--- src/rtl/div_pkg.sv ---
// Shared types and default sizing for the 16/8 sequential restoring divider.
// DIV_APPROX_EN selects the truncated-iteration build.
package div_pkg;

  typedef enum logic [1:0] {
    IDLE = 2'd0,
    BUSY = 2'd1,
    DONE = 2'd2
  } div_state_e;

  localparam int DW     = 16;
  localparam int VW     = 8;
  localparam int TRUNC  = 4;
  localparam int ITER_W = $clog2(DW + 1);

`ifdef DIV_APPROX_EN
  localparam int N_ITER = DW - TRUNC;
`else
  localparam int N_ITER = DW;
`endif

endpackage

--- src/rtl/div_step.sv ---
// One restoring-division step: subtract the divisor when it fits and report
// the resulting quotient bit.
module div_step #(
  parameter int VW = div_pkg::VW
) (
  input  logic [VW:0]   p_in,
  input  logic [VW-1:0] divisor,
  output logic [VW:0]   p_out,
  output logic          qbit
);

  logic [VW:0] dvs_ext;

  always_comb begin
    dvs_ext = {1'b0, divisor};
    qbit    = (p_in >= dvs_ext);
    p_out   = qbit ? (p_in - dvs_ext) : p_in;
  end

endmodule

--- src/rtl/div_16x8_seq.sv ---
// Sequential restoring divider, one quotient bit per clock, valid/ready on both sides.
// Define DIV_APPROX_EN to run only the top DW-TRUNC iterations (low quotient bits forced 0).
module div_16x8_seq #(
  parameter int DW    = div_pkg::DW,
  parameter int VW    = div_pkg::VW,
  parameter int TRUNC = div_pkg::TRUNC
) (
  input  logic          clk,
  input  logic          rst_n,
  input  logic          in_valid,
  output logic          in_ready,
  input  logic [DW-1:0] dividend,
  input  logic [VW-1:0] divisor,
  output logic          out_valid,
  input  logic          out_ready,
  output logic [DW-1:0] quotient,
  output logic [VW-1:0] remainder,
  output logic          div_zero
);

  import div_pkg::*;

`ifdef DIV_APPROX_EN
  localparam bit APPROX = 1'b1;
`else
  localparam bit APPROX = 1'b0;
`endif

  // In the truncated build the quotient is scaled back up by the skipped bit count.
  localparam int SHIFT = APPROX ? TRUNC : 0;
  localparam int ITERS = DW - SHIFT;
  localparam int CNT_W = $clog2(DW + 1);

  div_state_e       state;
  logic [CNT_W-1:0] cnt;
  logic [DW-1:0]    dvd_sr;
  logic [VW-1:0]    dvs;
  logic [VW-1:0]    p;
  logic [DW-2:0]    quo_sr;

  logic [VW:0]      step_in;
  logic [VW:0]      step_out;
  logic             qbit;
  logic [DW-1:0]    quo_next;
  logic             step_unused;

  assign in_ready    = (state == IDLE);
  assign step_in     = {p, dvd_sr[DW-1]};
  assign quo_next    = {quo_sr, qbit};
  // The step result is always below the divisor, so its top bit is never set.
  assign step_unused = step_out[VW];

  div_step #(.VW(VW)) u_step (
    .p_in    (step_in),
    .divisor (dvs),
    .p_out   (step_out),
    .qbit    (qbit)
  );

  always_ff @(posedge clk or negedge rst_n) begin
    if (!rst_n) begin
      state     <= IDLE;
      cnt       <= '0;
      dvd_sr    <= '0;
      dvs       <= '0;
      p         <= '0;
      quo_sr    <= '0;
      out_valid <= 1'b0;
      quotient  <= '0;
      remainder <= '0;
      div_zero  <= 1'b0;
    end else begin
      case (state)
        IDLE: begin
          if (in_valid) begin
            cnt    <= '0;
            p      <= '0;
            quo_sr <= '0;
            dvd_sr <= dividend;
            dvs    <= divisor;
            // Divide-by-zero skips the iterations and reports a saturated quotient.
            if (divisor == '0) begin
              state     <= DONE;
              out_valid <= 1'b1;
              quotient  <= '1;
              remainder <= dividend[VW-1:0];
              div_zero  <= 1'b1;
            end else begin
              state <= BUSY;
            end
          end
        end
        BUSY: begin
          p      <= step_out[VW-1:0];
          dvd_sr <= {dvd_sr[DW-2:0], 1'b0};
          quo_sr <= quo_next[DW-2:0];
          cnt    <= cnt + CNT_W'(1);
          if (cnt == CNT_W'(ITERS - 1)) begin
            state     <= DONE;
            out_valid <= 1'b1;
            quotient  <= quo_next << SHIFT;
            remainder <= step_out[VW-1:0];
            div_zero  <= 1'b0;
          end
        end
        DONE: begin
          if (out_ready) begin
            state     <= IDLE;
            out_valid <= 1'b0;
          end
        end
        default: state <= IDLE;
      endcase
    end
  end

endmodule

--- config.mk ---
export PLATFORM = sky130hd
export DESIGN_NAME = div_16x8_seq
export DESIGN_NICKNAME = d
export VERILOG_FILES = /design/src/rtl/div_pkg.sv /design/src/rtl/div_step.sv /design/src/rtl/div_16x8_seq.sv
export SDC_FILE = /design/constraint.sdc
export NUM_CORES = 1
export LEC_CHECK = 0
export BUFFER_PORTS_ARGS = -buffer_cell sky130_fd_sc_hd__buf_4
export CAP_MARGIN = 5
export CELL_PAD_IN_SITES_DETAIL_PLACEMENT = 0
export CELL_PAD_IN_SITES_GLOBAL_PLACEMENT = 1
export CORE_MARGIN = 3
export CORE_UTILIZATION = 47
export CTS_BUF_LIST = sky130_fd_sc_hd__clkbuf_16
export DETAILED_ROUTE_END_ITERATION = 16
export PLACE_DENSITY = 0.89
export REMOVE_ABC_BUFFERS = 1
export SYNTH_ARGS = -nofsm -noshare
export SYNTH_HDL_FRONTEND = slang
export SYNTH_SLANG_ARGS = --single-unit
--- constraint.sdc ---
create_clock -name clk -period 5.55 [get_ports clk]
set_clock_uncertainty 0.15 [all_clocks]
set_input_delay 1.11 -clock clk [delete_from_list [all_inputs] [get_ports clk]]
set_output_delay 1.11 -clock clk [all_outputs]
set_load 0.01 [all_outputs]
==> results of run 1 <==
kinds of logic after synthesis:
family | after synthesis | synth area share
xor gates and xnor gates | 3 | 0.00708
and+or+nand+nor | 120 | 0.143
buffers and inverters | 36 | 0.0435
AOI/OAI and AO/OA | 112 | 0.187
DFF | 80 | 0.539
adders and majority gates | 11 | 0.0391
muxes | 15 | 0.0408
power breakdown:
part           internal (mW)  switching, mW  leakage, nW
sequential             0.848          0.177        0.940
clock                  0.357          0.256        0.149
combinational          0.543          0.680        0.983
through the flow:
step,util,worst slack [ns],std cells
2_1_floorplan,-,1.98,355
3_3_place_gp,0.558,2.04,509
3_5_place_dp,0.558,1.97,509
4_1_cts,0.600,2.32,525
5_1_grt,0.600,2.08,525
6_report,0.600,2.32,525
registers in the layout (all words and copies together) (netlist names):
signal and count:
cnt 5, div_zero 1, dvd_sr 16, dvs 8
out_valid 1, p 8, quo_sr 15, quotient 16
remainder 8, state 2
metal layers:
metal / share of wire / track usage / vias to the layer above
met3: 0.036 / 0.0303 / 9
li1: - / - / 1417
met1: 0.47 / 0.280 / 1402
met5: 0 / 0 / -
met2: 0.48 / 0.303 / 52
met4: 0.013 / 0.0709 / 0
worst max-delay path: cells and delay by family:
family	cells	cell delay (ns)
buffers and inverters	1	0.11
AND/OR/NAND/NOR	3	0.87
AO/OA/AOI/OAI	3	1.24
cell type report:
| class | count | area share |
|---|---|---|
| Clock inverter | 7 | 0.0188 |
| Timing Repair Buffer | 55 | 0.0924 |
| Inverter | 14 | 0.0118 |
| Sequential cell | 80 | 0.448 |
| Tap cell | 99 | 0.0277 |
| Multi-Input combinational cell | 261 | 0.351 |
| Clock buffer | 9 | 0.0504 |
Yosys cell counts (2+ instances only):
cell,number,area share
o21ai_1,2,0.0027
and3_1,3,0.0051
buf_2,3,0.0040
nor2b_1,2,0.0034
xor2_1,2,0.0047
nor2_1,43,0.043
o21a_1,4,0.0081
clkbuf_1,13,0.013
ha_1,10,0.034
a21oi_1,25,0.034
a22o_1,16,0.038
or2_2,2,0.0034
inv_1,14,0.014
a31oi_1,10,0.017
buf_1,2,0.0020
nor3_1,6,0.0081
dfrtp_1,80,0.54
buf_6,2,0.0061
o22ai_1,2,0.0034
o21ai_0,40,0.054
mux2i_1,14,0.038
a21o_1,5,0.010
nand2b_1,2,0.0034
nand2_1,48,0.049
or4_1,2,0.0040
buf_4,2,0.0040
nand3_1,4,0.0054
placed cells by master (no fill, tap or decap), drive strengths merged:
cell / n
o221ai: 1
or2: 2
o22a: 1
or4: 3
nor2b: 2
a41oi: 1
buf: 55
fa: 1
mux2i: 14
bufinv: 1
dfrtp: 80
ha: 10
clkinvlp: 1
nor3b: 2
a31o: 1
xor2: 2
o21ai: 42
nand2b: 2
clkbuf: 9
a21o: 5
clkinv: 1
nand3b: 2
o32ai: 1
inv: 18
xnor2: 1
or3: 1
a22o: 16
a21oi: 26
o21a: 4
and3: 3
a31oi: 10
a211oi: 1
o22ai: 2
nor2: 44
nand3: 4
mux2: 1
nand2: 48
a32oi: 1
nor3: 6
nor4: 1
final timing paths:
check	start	endpoint	slack, ns	cells after the start
worst max-delay path	divisor[5]	remainder[1]$_DFFE_PN0P_	2.32	7
worst min-delay path	out_valid$_DFFE_PN0P_	out_valid$_DFFE_PN0P_	0.33	1
worst max register to register	dvs[1]$_DFFE_PN0P_	remainder[3]$_DFFE_PN0P_	2.81	8
worst min register to register	out_valid$_DFFE_PN0P_	out_valid$_DFFE_PN0P_	0.33	1
max in group asynchronous	rst_n	dvs[5]$_DFFE_PN0P_	3.82	1
min in group asynchronous	rst_n	dvd_sr[13]$_DFFE_PN0P_	0.78	1
==> metrics, run 1 <==
layout net count 460; area added between synthesis and finish 20.4%; CTS tree done; final number of max-transition violations 0; flip-flop and latch area 2000 µm²; Resized Gates After CTS 0; total number of yosys warnings 0; global-route wire length before repair 13.9 mm; count of inserted antenna diode cells 0; unrepaired setup endpoints after global routing no; clock insertion delay at the later pin of the skew report 0.33 ns; First-pass DRT Iterations 4; Initial DRC Count 189; routed length per instance 15.4 µm; number of hold violations in the final report 0; number of port buffers 54; Worst Path Required 5.65 ns; Clock transition at path regs 0.06 ns; total power of the final layout 2.86 mW; Slew headroom 0.293; synthesis-stage register bit count 80; DP Area 4160 µm²; via count of the first global-routing pass 2863; global route total overflow 0; Fillers 662; placed wire-length estimate after detailed placement 5.42 mm; vias after detailed routing 2880; Die Outline Area 9000 µm²; Total Wirelength 8.07 mm; slew at the pin with the worst max-slew slack 1.06 ns; Antenna Violating Nets Remaining 0; kind of critical path in -> reg; gr usage total 0.196; drt drc 0; Leak Pwr 2.07 nW; combined area of the multi-input logic cells 1570 µm²; crit-path cells buf_4, or4_1, nor2_2, nand3b_2, a21oi_4, o32ai_1, a21oi_1; share of final-layout standard cells stronger than drive strength 1 0.192; worst stage delay on the critical path 0.86 ns; post-route fraction of the period consumed by the critical path 0.583; class of the most critical hold timing path reg -> reg; number of distinct library cells after synthesis 46; number of max-capacitance violations reported 0; most frequently used flop master after synthesis dfrtp_1; final setup violation count 0; number of clock buffers inserted by TritonCTS 9; worst ir drop on vdd 0.000261 V; number of levels the H-tree was split into 3; Via density 5.49; synthesized instance count 377; number of enable-type register cells in the synthesized netlist 0; quantity of hold-fixing buffers added after cts 0; core area 7450 µm²; endpoint arrival time on the critical path 3.34 ns; initial antenna violation count 0; hold slack 0.331 ns; critical-path cell with the highest stage delay a21oi_4; critical-path maximum fanout 46; Async S/R FF share, synth 1.00; width of the die 94.9 µm; CTS Sinks 80; average cell area after synthesis 9.85 µm²; # rows 31; # IOs 55; Post-CTS Setup Bufs 0; cell area after layout 4470 µm²; Initial Util 0.498; ratio of total power to cell area 640 nW/µm²; status finished, final reports clean; buffer cell driving the clock tree root clkbuf_16; kind of start point of the critical path input pin; Post-Syn Area 3710 µm²; height of the chip 94.9 µm; Achievable Freq 0.309 GHz; maximum buffer depth of the clock tree 2; crit end category flip-flop; part of the Yosys area used for sequential elements 0.539; post-route minimum period 3.23 ns; Fin Setup TNS 0 ns; final weighted congestion of routability-driven global placement 0.907; maximum number of pins on one net before global-route repair 81
No activity file was read; power rests on OpenSTA's default activity.
==> run 2: changes to the inputs <==
- ABC_AREA: not set -> 1
- CORE_UTILIZATION: 47 -> 43
- PLACE_DENSITY: 0.89 -> 0.84
- clock period: 5.55 -> 3.3 ns (I/O delays scaled with it)
==> run 2 against run 1 <==
  * Synthesized cell count up 23%
  * Flip-flop and latch count unchanged
  * Total power up 97%
  * Sequential share of layout area down 2.6 points
  * Die area up 15%
  * Clock-buffer cell count unchanged
  * Clock power up 79%
  * Final area up 6.1%
  * Global-route usage down 1.3 points
  * Critical path type is now reg -> reg
  * Highest routed layer unchanged
==> metrics, run 2 <==
status finished, final reports clean; height of the chip 102 µm; Async S/R FF share, synth 1.00; commonest cells after routing, fill and taps aside 97 x nand2_1, 80 x dfrtp_1, 63 x inv_1; Post-Syn Area 3960 µm²; critical path's top delay family simple AND/OR/NAND/NOR gates; area added between synthesis and finish 19.8%; via count of the first global-routing pass 3098; average cell area after synthesis 8.55 µm²; global-route wire length before repair 15.0 mm; Slew headroom 0.328; number of port buffers 54; # IOs 55; kind of critical path reg -> reg; Clock transition at path regs 0.07 ns; crit end category flip-flop; gr usage total 0.183; endpoint arrival time on the critical path 2.44 ns; clock insertion delay at the later pin of the skew report 0.34 ns; Resized Gates After CTS 0; Die Outline Area 10400 µm²; most frequently used cell type in the post-synthesis netlist nand2_1; share of final-layout standard cells stronger than drive strength 1 0.180; internal portion of total power 3.19 mW; maximum buffer depth of the clock tree 2; most common cell after layout, fill and taps aside nand2_1; Initial DRC Count 199; DP Area 4410 µm²; vias after detailed routing 3241; CTS tree done; buffer cell driving the clock tree root clkbuf_16; post-route minimum period 2.36 ns; part of the total power dissipated in the clock network 0.196; Initial Util 0.447; routed length per instance 14.3 µm; largest registers dvd_sr x16, quotient x16, quo_sr x15; dominant cell type by count on the critical path nand2_1; post-route fraction of the period consumed by the critical path 0.716; slew at the pin with the worst max-slew slack 1.01 ns; Post-CTS Setup Bufs 0; Achievable Freq 0.423 GHz; drt drc 0; number of distinct library cells after synthesis 35; hold slack 0.326 ns; synthesis-stage register bit count 80; Antenna Violating Nets Remaining 0; cell type with the highest aggregate area in the netlist dfrtp_1; initial antenna violation count 0; most frequently used flop master after synthesis dfrtp_1; Worst Path Required 3.38 ns; number of clock buffers inserted by TritonCTS 9; worst ir drop on vdd 0.000564 V; count of inserted antenna diode cells 0; global route total overflow 0; number of enable-type register cells in the synthesized netlist 0; CTS Sinks 80; Via density 5.19; First-pass DRT Iterations 4; top cell types by occurrence after synthesis 97 x nand2_1, 80 x dfrtp_1, 63 x inv_1; quantity of hold-fixing buffers added after cts 0; unrepaired setup endpoints after global routing no; class of the most critical hold timing path in -> async; # rows 34; number of max-capacitance violations reported 0; layout net count 550; final weighted congestion of routability-driven global placement 0.847; number of levels the H-tree was split into 3; part of the power in combinational logic 0.508; worst stage delay on the critical path 0.43 ns; crit-path cells ha_1, nand2_1, inv_1, nand2_1, nand2_1, nand2_1, nand4_1, nand3_1, nand3_1, nand2_1, inv_1; Total Wirelength 8.92 mm; synthesized instance count 463; ratio of total power to cell area 1190 nW/µm²; total number of yosys warnings 0; P_sw 2.43 mW; number of hold violations in the final report 0; dominant cells by area after synthesis dfrtp_1 51%, nand2_1 9.2%, inv_1 6.0%, nand3_1 4.4%, nor2_1 3.3%; part of the Yosys area used for sequential elements 0.506; top cell type's share of synthesized area 0.506; critical-path cell with the highest stage delay nand4_1; final number of max-transition violations 0; width of the die 102 µm; critical-path maximum fanout 10; Leak Pwr 2.32 nW; core area 8850 µm²; worst setup margin 0.936 ns; cell area after layout 4740 µm²; kind of start point of the critical path flip-flop; maximum number of pins on one net before global-route repair 81; Switching Fraction 0.432; sequential share of power 0.296; worst slack at placement 0.800 ns; placed wire-length estimate after detailed placement 6.29 mm; number of buffers and inverters on the critical path 2; final setup violation count 0
run 2: changes by cell type after synthesis, sizes merged, moves of 10 or more:
cell,delta
a21oi,-10
a22o,-15
inv,+53
mux2i,-14
nand2,+51
nand3,+31
nand4,+12
o21ai,-20
o22ai,+14
run 2: metrics by stage:
step | std cells | util | power, mW | TNS (ns)
3_5_place_dp | 608 | 0.498 | 4.55 | 0
3_3_place_gp | 608 | 0.498 | 4.46 | 0
2_1_floorplan | 443 | - | 3.65 | -0.531
5_1_grt | 624 | 0.536 | 6.13 | 0
4_1_cts | 624 | 0.536 | 5.66 | 0
6_report | 624 | 0.536 | 5.62 | 0
run 2: routing by layer:
| layer | routed length (µm) | track usage | share of wire |
|---|---|---|---|
| met5 | 0 | 0 | 0 |
| met4 | 35 | 0.0575 | 0.0039 |
| met3 | 308 | 0.0294 | 0.035 |
| met2 | 4200 | 0.286 | 0.47 |
| met1 | 4370 | 0.262 | 0.49 |
run 2: worst reg2reg max path, cell delays in order, from the launching register on:
cell,delay (ns)
dfrtp_1,0.41
ha_1,0.34
nand2_1,0.13
inv_1,0.05
nand2_1,0.10
nand2_1,0.06
nand2_1,0.06
nand4_1,0.43
nand3_1,0.27
nand3_1,0.14
nand2_1,0.09
inv_1,0.04
run 2: final cells by class:
type | instances | area (µm²)
well taps | 108 | 135
flip-flops and latches | 80 | 2000
clock inverters | 7 | 106
clock buffers | 9 | 225
inverters | 67 | 254
fillers | 860 | 4110
multi-input cells | 296 | 1590
repair buffers | 57 | 428
run 2: power groups by stage:
stage	Clock, mW	Sequential [mW]	Combinational, mW
3_3_place_gp	0	1.67	2.79
4_1_cts	1.12	1.67	2.87
2_1_floorplan	0	1.70	1.95
6_report	1.10	1.66	2.86
5_1_grt	1.17	1.72	3.24
3_5_place_dp	0	1.69	2.86
run 2: cell families (layout without fill, tap and decap cells):
group	after synthesis	count (layout)	synth area share
fa+ha+maj	11	11	0.0367
xor+xnor	4	4	0.00885
simple gates	195	195	0.222
buf+inv	87	140	0.0939
compound gates	86	86	0.132
flops	80	80	0.506
run 2: path summary, 6_finish.rpt:
check                                      from                        to  slack (ns)  depth (start not counted)
max                            p[3]$_DFFE_PN0P_  remainder[2]$_DFFE_PN0P_        0.94                         11
min                                       rst_n   quotient[6]$_DFFE_PN0P_        0.33                          1
max reg2reg                    p[3]$_DFFE_PN0P_  remainder[2]$_DFFE_PN0P_        0.94                         11
min reg2reg                state[0]$_DFFE_PN0P_      state[1]$_DFFE_PN0P_        0.33                          1
max in group asynchronous                 rst_n  remainder[3]$_DFFE_PN0P_        2.01                          1
min in group clk           state[0]$_DFFE_PN0P_      state[1]$_DFFE_PN0P_        0.33                          1
